### config.mk
export PLATFORM = sky130hd
export DESIGN_NAME = mem_ctrl_flat
export DESIGN_NICKNAME = d
export VERILOG_FILES = /design/src/rtl/mem_ctrl_if.sv /design/src/rtl/mem_ctrl.sv /design/src/flat_wrapper.sv
export SDC_FILE = /design/constraint.sdc
export NUM_CORES = 1
export LEC_CHECK = 0
export CORE_UTILIZATION = 45
export CTS_CLUSTER_SIZE = 14
export DETAILED_ROUTE_END_ITERATION = 10
export PLACE_DENSITY = 0.73
export SETUP_SLACK_MARGIN = 0.02
export SLEW_MARGIN = 20
export SYNTH_ARGS = -nofsm -noshare
export SYNTH_HDL_FRONTEND = slang
export SYNTH_SLANG_ARGS = --single-unit
### constraint.sdc
create_clock -name clk -period 3.3 [get_ports clk]
set_input_delay 0.33 -clock clk [delete_from_list [all_inputs] [get_ports clk]]
set_output_delay 0.33 -clock clk [all_outputs]
set_load 0.005 [all_outputs]
### src/rtl/mem_ctrl_if.sv
// Request/response and byte-bus bundle between the requesters, the RAM and mem_ctrl.
// master: requesters plus RAM side (drives reqs, mem_din); slave: mem_ctrl.
interface mem_ctrl_if #(
    parameter int ADDR_W = 32,
    parameter int DATA_W = 32
);
    logic              rdy;
    logic              clear;
    logic              if_req;
    logic [ADDR_W-1:0] if_addr;
    logic              if_done;
    logic [DATA_W-1:0] if_data;
    logic              ld_req;
    logic [5:0]        ld_size;
    logic              ld_signed;
    logic [ADDR_W-1:0] ld_addr;
    logic              ld_done;
    logic [DATA_W-1:0] ld_data;
    logic              st_req;
    logic [5:0]        st_size;
    logic [ADDR_W-1:0] st_addr;
    logic [DATA_W-1:0] st_data;
    logic              st_done;
    logic              io_buffer_full;
    logic [7:0]        mem_din;
    logic [7:0]        mem_dout;
    logic [ADDR_W-1:0] mem_a;
    logic              mem_wr;

    modport master (
        output rdy, clear,
        output if_req, if_addr,
        output ld_req, ld_size, ld_signed, ld_addr,
        output st_req, st_size, st_addr, st_data,
        output io_buffer_full, mem_din,
        input  if_done, if_data, ld_done, ld_data, st_done,
        input  mem_dout, mem_a, mem_wr
    );

    modport slave (
        input  rdy, clear,
        input  if_req, if_addr,
        input  ld_req, ld_size, ld_signed, ld_addr,
        input  st_req, st_size, st_addr, st_data,
        input  io_buffer_full, mem_din,
        output if_done, if_data, ld_done, ld_data, st_done,
        output mem_dout, mem_a, mem_wr
    );
endinterface

### src/rtl/mem_ctrl.sv
// Byte-serial RAM responder for fetch, load and store requesters.
// Ports: clk, rst (sync, active-high), io_bus (mem_ctrl_if.slave).
module mem_ctrl #(
    parameter int         ADDR_W = 32,
    parameter int         DATA_W = 32,
    parameter logic [1:0] IO_SEL = 2'b11
) (
    input  logic      clk,
    input  logic      rst,
    mem_ctrl_if.slave io_bus
);

    typedef enum logic [1:0] {
        S_IDLE  = 2'd0,
        S_READ  = 2'd1,
        S_WRITE = 2'd2
    } state_t;

    typedef enum logic [1:0] {
        G_NONE = 2'd0,
        G_IF   = 2'd1,
        G_LD   = 2'd2,
        G_ST   = 2'd3
    } grant_t;

    state_t            r_state;
    state_t            w_state_nxt;
    grant_t            w_grant;

    logic              r_if_pend;
    logic [ADDR_W-1:0] r_if_addr;
    logic              r_ld_pend;
    logic [ADDR_W-1:0] r_ld_addr;
    logic [5:0]        r_ld_size;
    logic              r_ld_signed;
    logic              r_st_pend;
    logic [ADDR_W-1:0] r_st_addr;
    logic [5:0]        r_st_size;
    logic [DATA_W-1:0] r_st_data;

    logic              r_is_ld;
    logic [ADDR_W-1:0] r_addr;
    logic [5:0]        r_n;
    logic              r_sgn;
    logic [DATA_W-1:0] r_wdata;
    logic [5:0]        r_cnt;
    logic [23:0]       r_res;
    logic [ADDR_W-1:0] r_mem_a;
    logic [7:0]        r_mem_dout;
    logic              r_mem_wr;
    logic              r_if_done;
    logic              r_ld_done;
    logic              r_st_done;
    logic [DATA_W-1:0] r_if_data;
    logic [DATA_W-1:0] r_ld_data;

    logic              w_is_ld_nxt;
    logic [ADDR_W-1:0] w_addr_nxt;
    logic [5:0]        w_n_nxt;
    logic              w_sgn_nxt;
    logic [DATA_W-1:0] w_wdata_nxt;
    logic [5:0]        w_cnt_nxt;
    logic [23:0]       w_res_nxt;
    logic [ADDR_W-1:0] w_mem_a_nxt;
    logic [7:0]        w_dout_nxt;
    logic              w_wr_nxt;
    logic              w_if_done_nxt;
    logic              w_ld_done_nxt;
    logic              w_st_done_nxt;
    logic [DATA_W-1:0] w_if_data_nxt;
    logic [DATA_W-1:0] w_ld_data_nxt;

    logic              w_st_ok;
    logic              w_ld_ok;
    logic              w_if_ok;
    logic              w_rd_last;
    logic              w_wr_last;
    logic [23:0]       w_fill;
    logic [DATA_W-1:0] w_fmt;
    logic [7:0]        w_wbyte;

    // IO stores wait while the IO write buffer is full.
    assign w_st_ok = r_st_pend &&
        !(io_bus.io_buffer_full &&
          (r_st_addr[17:16] == IO_SEL));
    assign w_ld_ok = r_ld_pend && !io_bus.clear;
    assign w_if_ok = r_if_pend && !io_bus.clear;

    // r_cnt holds the index k of the upcoming edge Ek.
    assign w_rd_last = (r_cnt == r_n + 6'd1);
    assign w_wr_last = (r_cnt == r_n);

    // The final byte is taken straight from mem_din; it also
    // carries the sign bit 8n-1 for every size.
    always_comb begin
        w_fill = {24{r_sgn & io_bus.mem_din[7]}};
        case (r_n)
            6'd1:    w_fmt = {w_fill, io_bus.mem_din};
            6'd2:    w_fmt = {w_fill[15:0], io_bus.mem_din,
                              r_res[7:0]};
            default: w_fmt = {io_bus.mem_din, r_res};
        endcase
    end

    always_comb begin
        case (r_cnt[1:0])
            2'd1:    w_wbyte = r_wdata[15:8];
            2'd2:    w_wbyte = r_wdata[23:16];
            2'd3:    w_wbyte = r_wdata[31:24];
            default: w_wbyte = r_wdata[7:0];
        endcase
    end

    always_ff @(posedge clk) begin
        if (rst) begin
            r_state <= S_IDLE;
        end else if (io_bus.rdy) begin
            r_state <= w_state_nxt;
        end
    end

    always_comb begin
        w_state_nxt = r_state;
        w_grant     = G_NONE;
        unique case (r_state)
            S_IDLE: begin
                if (w_st_ok) begin
                    w_grant     = G_ST;
                    w_state_nxt = S_WRITE;
                end else if (w_ld_ok) begin
                    w_grant     = G_LD;
                    w_state_nxt = S_READ;
                end else if (w_if_ok) begin
                    w_grant     = G_IF;
                    w_state_nxt = S_READ;
                end
            end
            S_READ: begin
                if (io_bus.clear || w_rd_last)
                    w_state_nxt = S_IDLE;
            end
            S_WRITE: begin
                if (w_wr_last)
                    w_state_nxt = S_IDLE;
            end
            default: w_state_nxt = S_IDLE;
        endcase
    end

    always_comb begin
        w_is_ld_nxt   = r_is_ld;
        w_addr_nxt    = r_addr;
        w_n_nxt       = r_n;
        w_sgn_nxt     = r_sgn;
        w_wdata_nxt   = r_wdata;
        w_cnt_nxt     = r_cnt;
        w_res_nxt     = r_res;
        w_mem_a_nxt   = r_mem_a;
        w_dout_nxt    = r_mem_dout;
        w_wr_nxt      = r_mem_wr;
        w_if_done_nxt = 1'b0;
        w_ld_done_nxt = 1'b0;
        w_st_done_nxt = 1'b0;
        w_if_data_nxt = '0;
        w_ld_data_nxt = '0;
        unique case (r_state)
            S_IDLE: begin
                unique case (w_grant)
                    G_ST: begin
                        w_addr_nxt  = r_st_addr;
                        w_n_nxt     = r_st_size;
                        w_wdata_nxt = r_st_data;
                        w_mem_a_nxt = r_st_addr;
                        w_dout_nxt  = r_st_data[7:0];
                        w_wr_nxt    = 1'b1;
                        w_cnt_nxt   = 6'd1;
                    end
                    G_LD: begin
                        w_is_ld_nxt = 1'b1;
                        w_addr_nxt  = r_ld_addr;
                        w_n_nxt     = r_ld_size;
                        w_sgn_nxt   = r_ld_signed;
                        w_mem_a_nxt = r_ld_addr;
                        w_wr_nxt    = 1'b0;
                        w_cnt_nxt   = 6'd1;
                        w_res_nxt   = '0;
                    end
                    G_IF: begin
                        w_is_ld_nxt = 1'b0;
                        w_addr_nxt  = r_if_addr;
                        w_n_nxt     = 6'd4;
                        w_sgn_nxt   = 1'b0;
                        w_mem_a_nxt = r_if_addr;
                        w_wr_nxt    = 1'b0;
                        w_cnt_nxt   = 6'd1;
                        w_res_nxt   = '0;
                    end
                    default: ;
                endcase
            end
            S_READ: begin
                if (io_bus.clear) begin
                    w_mem_a_nxt = '0;
                    w_cnt_nxt   = '0;
                end else if (w_rd_last) begin
                    if (r_is_ld) begin
                        w_ld_done_nxt = 1'b1;
                        w_ld_data_nxt = w_fmt;
                    end else begin
                        w_if_done_nxt = 1'b1;
                        w_if_data_nxt = w_fmt;
                    end
                    w_mem_a_nxt = '0;
                    w_cnt_nxt   = '0;
                end else begin
                    if (r_cnt < r_n)
                        w_mem_a_nxt = r_addr + ADDR_W'(r_cnt);
                    // RAM data lags the address by two edges.
                    case (r_cnt)
                        6'd2:    w_res_nxt[7:0]   = io_bus.mem_din;
                        6'd3:    w_res_nxt[15:8]  = io_bus.mem_din;
                        6'd4:    w_res_nxt[23:16] = io_bus.mem_din;
                        default: ;
                    endcase
                    w_cnt_nxt = r_cnt + 6'd1;
                end
            end
            S_WRITE: begin
                if (w_wr_last) begin
                    w_wr_nxt      = 1'b0;
                    w_dout_nxt    = '0;
                    w_mem_a_nxt   = '0;
                    w_st_done_nxt = 1'b1;
                    w_cnt_nxt     = '0;
                end else begin
                    w_mem_a_nxt = r_addr + ADDR_W'(r_cnt);
                    w_dout_nxt  = w_wbyte;
                    w_cnt_nxt   = r_cnt + 6'd1;
                end
            end
            default: ;
        endcase
    end

    always_ff @(posedge clk) begin
        if (rst) begin
            r_if_pend   <= 1'b0;
            r_if_addr   <= '0;
            r_ld_pend   <= 1'b0;
            r_ld_addr   <= '0;
            r_ld_size   <= '0;
            r_ld_signed <= 1'b0;
            r_st_pend   <= 1'b0;
            r_st_addr   <= '0;
            r_st_size   <= '0;
            r_st_data   <= '0;
        end else if (io_bus.rdy) begin
            if (w_grant == G_ST) begin
                r_st_pend <= 1'b0;
            end else if (io_bus.st_req && !r_st_pend) begin
                r_st_pend <= 1'b1;
                r_st_addr <= io_bus.st_addr;
                r_st_size <= io_bus.st_size;
                r_st_data <= io_bus.st_data;
            end
            // Flush drops speculative requests, including new ones.
            if (io_bus.clear || w_grant == G_LD) begin
                r_ld_pend <= 1'b0;
            end else if (io_bus.ld_req && !r_ld_pend) begin
                r_ld_pend   <= 1'b1;
                r_ld_addr   <= io_bus.ld_addr;
                r_ld_size   <= io_bus.ld_size;
                r_ld_signed <= io_bus.ld_signed;
            end
            if (io_bus.clear || w_grant == G_IF) begin
                r_if_pend <= 1'b0;
            end else if (io_bus.if_req && !r_if_pend) begin
                r_if_pend <= 1'b1;
                r_if_addr <= io_bus.if_addr;
            end
        end
    end

    always_ff @(posedge clk) begin
        if (rst) begin
            r_is_ld    <= 1'b0;
            r_addr     <= '0;
            r_n        <= '0;
            r_sgn      <= 1'b0;
            r_wdata    <= '0;
            r_cnt      <= '0;
            r_res      <= '0;
            r_mem_a    <= '0;
            r_mem_dout <= '0;
            r_mem_wr   <= 1'b0;
            r_if_done  <= 1'b0;
            r_ld_done  <= 1'b0;
            r_st_done  <= 1'b0;
            r_if_data  <= '0;
            r_ld_data  <= '0;
        end else if (io_bus.rdy) begin
            r_is_ld    <= w_is_ld_nxt;
            r_addr     <= w_addr_nxt;
            r_n        <= w_n_nxt;
            r_sgn      <= w_sgn_nxt;
            r_wdata    <= w_wdata_nxt;
            r_cnt      <= w_cnt_nxt;
            r_res      <= w_res_nxt;
            r_mem_a    <= w_mem_a_nxt;
            r_mem_dout <= w_dout_nxt;
            r_mem_wr   <= w_wr_nxt;
            r_if_done  <= w_if_done_nxt;
            r_ld_done  <= w_ld_done_nxt;
            r_st_done  <= w_st_done_nxt;
            r_if_data  <= w_if_data_nxt;
            r_ld_data  <= w_ld_data_nxt;
        end
    end

    assign io_bus.if_done  = r_if_done;
    assign io_bus.if_data  = r_if_data;
    assign io_bus.ld_done  = r_ld_done;
    assign io_bus.ld_data  = r_ld_data;
    assign io_bus.st_done  = r_st_done;
    assign io_bus.mem_a    = r_mem_a;
    assign io_bus.mem_dout = r_mem_dout;
    // A frozen write byte must not reach the RAM.
    assign io_bus.mem_wr   = r_mem_wr & io_bus.rdy;

endmodule
### src/flat_wrapper.sv
// flat-port wrapper written by rule: the top's interface ports become plain ports
module mem_ctrl_flat 
#(
    parameter int         ADDR_W = 32,
    parameter int         DATA_W = 32,
    parameter logic [1:0] IO_SEL = 2'b11
)
  (clk, rst, io_bus_rdy, io_bus_clear, io_bus_if_req, io_bus_if_addr, io_bus_ld_req, io_bus_ld_size, io_bus_ld_signed, io_bus_ld_addr, io_bus_st_req, io_bus_st_size, io_bus_st_addr, io_bus_st_data, io_bus_io_buffer_full, io_bus_mem_din, io_bus_if_done, io_bus_if_data, io_bus_ld_done, io_bus_ld_data, io_bus_st_done, io_bus_mem_dout, io_bus_mem_a, io_bus_mem_wr);
  mem_ctrl_if #(.ADDR_W(ADDR_W), .DATA_W(DATA_W)) io_bus_i ();
  input  logic clk;
  input  logic rst;
  input wire logic [$bits(io_bus_i.rdy)-1:0] io_bus_rdy;
  input wire logic [$bits(io_bus_i.clear)-1:0] io_bus_clear;
  input wire logic [$bits(io_bus_i.if_req)-1:0] io_bus_if_req;
  input wire logic [$bits(io_bus_i.if_addr)-1:0] io_bus_if_addr;
  input wire logic [$bits(io_bus_i.ld_req)-1:0] io_bus_ld_req;
  input wire logic [$bits(io_bus_i.ld_size)-1:0] io_bus_ld_size;
  input wire logic [$bits(io_bus_i.ld_signed)-1:0] io_bus_ld_signed;
  input wire logic [$bits(io_bus_i.ld_addr)-1:0] io_bus_ld_addr;
  input wire logic [$bits(io_bus_i.st_req)-1:0] io_bus_st_req;
  input wire logic [$bits(io_bus_i.st_size)-1:0] io_bus_st_size;
  input wire logic [$bits(io_bus_i.st_addr)-1:0] io_bus_st_addr;
  input wire logic [$bits(io_bus_i.st_data)-1:0] io_bus_st_data;
  input wire logic [$bits(io_bus_i.io_buffer_full)-1:0] io_bus_io_buffer_full;
  input wire logic [$bits(io_bus_i.mem_din)-1:0] io_bus_mem_din;
  output wire logic [$bits(io_bus_i.if_done)-1:0] io_bus_if_done;
  output wire logic [$bits(io_bus_i.if_data)-1:0] io_bus_if_data;
  output wire logic [$bits(io_bus_i.ld_done)-1:0] io_bus_ld_done;
  output wire logic [$bits(io_bus_i.ld_data)-1:0] io_bus_ld_data;
  output wire logic [$bits(io_bus_i.st_done)-1:0] io_bus_st_done;
  output wire logic [$bits(io_bus_i.mem_dout)-1:0] io_bus_mem_dout;
  output wire logic [$bits(io_bus_i.mem_a)-1:0] io_bus_mem_a;
  output wire logic [$bits(io_bus_i.mem_wr)-1:0] io_bus_mem_wr;
  assign io_bus_i.rdy = io_bus_rdy;
  assign io_bus_i.clear = io_bus_clear;
  assign io_bus_i.if_req = io_bus_if_req;
  assign io_bus_i.if_addr = io_bus_if_addr;
  assign io_bus_i.ld_req = io_bus_ld_req;
  assign io_bus_i.ld_size = io_bus_ld_size;
  assign io_bus_i.ld_signed = io_bus_ld_signed;
  assign io_bus_i.ld_addr = io_bus_ld_addr;
  assign io_bus_i.st_req = io_bus_st_req;
  assign io_bus_i.st_size = io_bus_st_size;
  assign io_bus_i.st_addr = io_bus_st_addr;
  assign io_bus_i.st_data = io_bus_st_data;
  assign io_bus_i.io_buffer_full = io_bus_io_buffer_full;
  assign io_bus_i.mem_din = io_bus_mem_din;
  assign io_bus_if_done = io_bus_i.if_done;
  assign io_bus_if_data = io_bus_i.if_data;
  assign io_bus_ld_done = io_bus_i.ld_done;
  assign io_bus_ld_data = io_bus_i.ld_data;
  assign io_bus_st_done = io_bus_i.st_done;
  assign io_bus_mem_dout = io_bus_i.mem_dout;
  assign io_bus_mem_a = io_bus_i.mem_a;
  assign io_bus_mem_wr = io_bus_i.mem_wr;
  mem_ctrl #(.ADDR_W(ADDR_W), .DATA_W(DATA_W), .IO_SEL(IO_SEL)) u_core (.clk(clk), .rst(rst), .io_bus(io_bus_i));
endmodule
==> metrics list <==
- Overall die area: 0.0350 mm2
- For this design the total switching power over the nets is 2.63 mW.
- In this run the worst setup path begins at u_core.r_st_pend$_SDFFE_PP0P_.
* Number of gates resized after CTS: 0
* Required time reported for the critical path endpoint: approximately 3.8 ns
- The routed layout has around 15000 vias.
* Via count of the first global-routing pass: 14154
- Setup repair after global routing left no endpoint under its margin.
* Number of port buffers: between 200 and 300
- Filler instances: roughly 3000
- The floorplan step defined a core boundary enclosing approximately 0.034 mm2.
- X dimension of the die: roughly 190 um
- The startpoint identified for the worst hold timing path is io_bus_st_addr[14].
- After synthesis the cells add up to roughly 0.015 mm2.
* TritonRoute pass-1 iters: 6
- Yosys mapped a number of flops with a built-in enable equal to 0.
- Of the synthesized area, sequential elements account for 0.462.
* Sum of routed wire segments on met1: 19.6 mm
* Final number of setup-violating endpoints: 0
- Clk pin slew, worst setup/hold paths: roughly 0.06 ns
- The count of endpoints failing hold in the final timing report is 0.
* CTS H-tree lvls: 2
* Area taken by multi-input logic gates: 0.00760 mm2
- Yosys printed 0 warnings.
- Drt via density: about 5.6
- Combinational share of power: 0.135
- Total detailed-routing wirelength: approximately 46 mm
- Maximum ir drop on the vdd rail: 0.376 mV
- Maximum number of pins on one net before global-route repair: approximately 150
* Detail-routed net length per standard cell: around 17 um
- Detailed-routed wire length on met2: about 22 mm
* Period minus WS final: 3.14 ns
- Synthesized netlist cell count: 1948
- Cts hold-fix bufs: 0
- Final worst clock skew: between 0.03 and 0.04 ns
- Maximum capacitance violations: 0
* Actual slew at the worst max-slew pin: about 1.1 ns
- The critical path goes through inv_1 -> a31oi_1 -> o21ai_0 -> ha_2 -> a2111oi_0 -> buf_4 -> and4_1 -> a21boi_2 -> nand3_1 -> a21oi_1.
* Clock share of power: 0.420
- Dividing the final minimum period by the clock period gives 0.950.
- CTS max path bufs: 3
- Initial core utilization: 0.459
- Overall power consumption after layout is estimated at roughly 10 mW.
- For this run, the post-layout net count is about 2300.
- Antenna violations before repair: 1
* Fmax: 319 MHz
- Top layer in use: met5
- The total count of max-transition violations in the final report was 0.
- Leak: ~6.9 nW
- First-pass GRT wire length: between 70 and 80 mm
- In this run the critical register-to-register path is launched from u_core.r_st_pend$_SDFFE_PP0P_.
* Post-Syn Area per Cell: between 7 and 8 um2
- Drt initial violations: between 1000 and 1500
* Distinct cell type count of the synthesized netlist: 62
- Dominant delay contributor by cell family on the critical path: compound AO/OA/AOI/OAI gates
- Once the clock tree was built, the setup fixing pass inserted 0 buffers.
* Remaining max-slew budget at the tightest pin: 0.265
- Post-synthesis async set-or-reset flop share: 0
- In the global route stage, overall resource usage came out at 0.256.
- Register cell area after layout: around 0.0071 mm2
- Boundary pin count: 265
* Later-pin clock latency in the skew report: 0.54 ns
- Finished Layout Cells: ~2600
* Register-to-register setup slack: 0.16 ns
* Type of the tightest min-delay check: input pin to flop
* Hold slack final: 0.337 ns
* Share of final-layout standard cells stronger than drive strength 1: 0.0676
- The number of buffers and inverters on the critical path is 2.
- Sw frac: 0.255
* Path depth of the worst reg2reg path: 10
- The flow ran to the end, and the final reports show no timing, DRC or antenna violations.
- Most instantiated flip-flop cell in the synthesis netlist: sky130_fd_sc_hd__dfxtp_1
- Synthesis inferred around 360 register bits.
* Die span in y: roughly 190 um
- Clk sink count: 356
- The area growth from synthesis to layout is 28.8%.
- Number of buffers added by the clock tree synthesis step: 39
- STA classifies the critical path startpoint as a flop.
* Endpoint of the worst register-to-register path: u_core.r_res[7]$_SDFFE_PP0P_
- Worst setup EP type: flop
* Antenna Diode Count: 0
* Placed Instances: between 2000 and 3000
* Internal power component: around 7.7 mW
* Power share of the sequential group: 0.445
- Worst setup path endpoint: u_core.r_res[7]$_SDFFE_PP0P_
- For this run, design rule violations remaining after detail routing come to 0.
- In this run the worst path has a maximum fanout of 8.
* Critical Path AT: ~3.6 ns
- Slowest stage delay, CP: around 0.44 ns
* Number of stages on the worst setup path: 10
- The setup path with the least slack is of type flop to flop.
* Detail Route met3 WL: around 2.5 mm
- When the netlist entered floorplanning its net count stood at around 2100.
- Power spread over the standard cell area amounts to a little over 500 mW/mm2.
- Total overflow reported by the global router: 0
- TritonCTS clock tree: done
- The root buffer cell chosen for the clock tree is sky130_fd_sc_hd__clkbuf_16.
- Detailed placement ended at an HPWL of around 31 mm.
- At the end of routability-driven placement, the weighted congestion stood at 0.860.
- Once detail routing completed, the nets flagged for antenna violations numbered 0.
- Among all stages on the critical path, the largest delay is contributed by sky130_fd_sc_hd__a31oi_1.
- Row count: 67
==> layout make-up <==
class,instances,area share
Multi-Input combinational cell,1409,0.383
Sequential cell,356,0.359
Timing Repair Buffer,318,0.161
Tap cell,448,0.0282
Clock inverter,13,0.00813
Clock buffer,54,0.0561
Inverter,25,0.00473
==> stage by stage <==
| step | cell area [um2] | util | worst slack, ns | TNS, ns |
|---|---|---|---|---|
| floorplan | 15400 | - | 0.403 | 0 |
| global placement | 18600 | 0.553 | 0.0892 | 0 |
| detailed placement | 18600 | 0.553 | -0.0274 | -0.0453 |
| CTS | 19900 | 0.591 | 0.248 | 0 |
| global route | 19900 | 0.591 | 0.0225 | 0 |
| finish | 19900 | 0.591 | 0.165 | 0 |
==> tightest hold or removal path, cell delays in order <==
cell and delay (ns):
sky130_fd_sc_hd__clkdlybuf4s50_1 0.39, sky130_fd_sc_hd__nand2_1 0.05, sky130_fd_sc_hd__a21oi_1 0.05
==> cells in the final DEF (no fill, tap or decap), types with 10 or more instances in the layout <==
cell	instances
sky130_fd_sc_hd__buf_12	11
sky130_fd_sc_hd__dfxtp_1	356
sky130_fd_sc_hd__o211ai_1	11
sky130_fd_sc_hd__nor3_1	11
sky130_fd_sc_hd__clkdlybuf4s50_1	263
sky130_fd_sc_hd__a211oi_1	14
sky130_fd_sc_hd__nand2_1	400
sky130_fd_sc_hd__a21oi_1	371
sky130_fd_sc_hd__a22o_1	64
sky130_fd_sc_hd__a22oi_1	48
sky130_fd_sc_hd__o21ai_0	26
sky130_fd_sc_hd__inv_1	24
sky130_fd_sc_hd__buf_4	43
sky130_fd_sc_hd__nor2_1	169
sky130_fd_sc_hd__ha_1	26
sky130_fd_sc_hd__xnor2_1	23
sky130_fd_sc_hd__clkbuf_16	40
sky130_fd_sc_hd__nand3_1	68
sky130_fd_sc_hd__o21a_1	11
sky130_fd_sc_hd__o31ai_1	24
sky130_fd_sc_hd__nand2b_1	10
sky130_fd_sc_hd__nor2b_1	16
==> cell families (layout without fill, tap and decap cells) <==
kind of cell / count (synthesis) / count (layout) / share of synthesized area
buffers and inverters: 183 / 410 / 0.0465
flip-flops: 356 / 356 / 0.462
AND/OR/NAND/NOR: 732 / 732 / 0.201
AO/OA/AOI/OAI: 622 / 622 / 0.251
multiplexers: 1 / 1 / 0.000730
XOR/XNOR: 26 / 26 / 0.0148
adder cells (fa/ha/maj): 28 / 28 / 0.0232
==> worst min-delay path by stage <==
stage	slack, ns	endpoint	cells after the start
3_3_place_gp	0.44	u_core.r_wdata[5]$_SDFFE_PP0P_	2
2_1_floorplan	0.43	u_core.r_wdata[10]$_SDFFE_PP0P_	2
3_5_place_dp	0.44	u_core.r_wdata[30]$_SDFFE_PP0P_	2
6_report	0.34	u_core.r_st_addr[14]$_SDFFE_PP0P_	3
5_1_grt	0.34	u_core.r_st_data[4]$_SDFFE_PP0P_	3
4_1_cts	0.33	u_core.r_st_addr[14]$_SDFFE_PP0P_	3
==> cells in the mapped netlist (all sizes together) (11+ instances only) <==
cell type	instances	area [um2]
nand2	400	1500
a21oi	373	1870
dfxtp	356	7130
nor2	170	638
clkbuf	132	497
nand3	68	340
a22o	64	561
a22oi	48	360
o21ai	28	140
ha	27	338
buf	26	126
inv	25	93.8
o31ai	24	180
xnor2	23	201
nor2b	16	100
a211oi	14	105
nor3	13	70.1
o211ai	11	82.6
o21a	11	82.6
==> routing by layer <==
layer	up-vias	GRT usage
met5	-	0
met2	509	0.422
met1	6819	0.332
met4	2	0.125
li1	7153	-
met3	117	0.0315
==> sequential cells by signal, indices dropped and copies added (netlist names), 24 cells and up <==
signal                 flops
u_core.r_res              24
u_core.io_bus.if_data     32
u_core.r_addr             32
u_core.io_bus.ld_data     32
u_core.r_if_addr          32
u_core.r_st_data          32
u_core.r_st_addr          32
u_core.r_ld_addr          32
u_core.io_bus.mem_a       32
u_core.r_wdata            32
==> power groups by stage <==
stage / sequential, mW / clock (mW) / combinational (mW)
after floorplan: 4.64 / 0 / 0.724
after global placement: 4.67 / 0 / 1.35
after detailed placement: 4.67 / 0 / 1.38
after CTS: 4.58 / 4.39 / 1.39
after global routing: 4.60 / 4.56 / 1.51
final: 4.59 / 4.32 / 1.39
(Power assumes the default switching activity.)
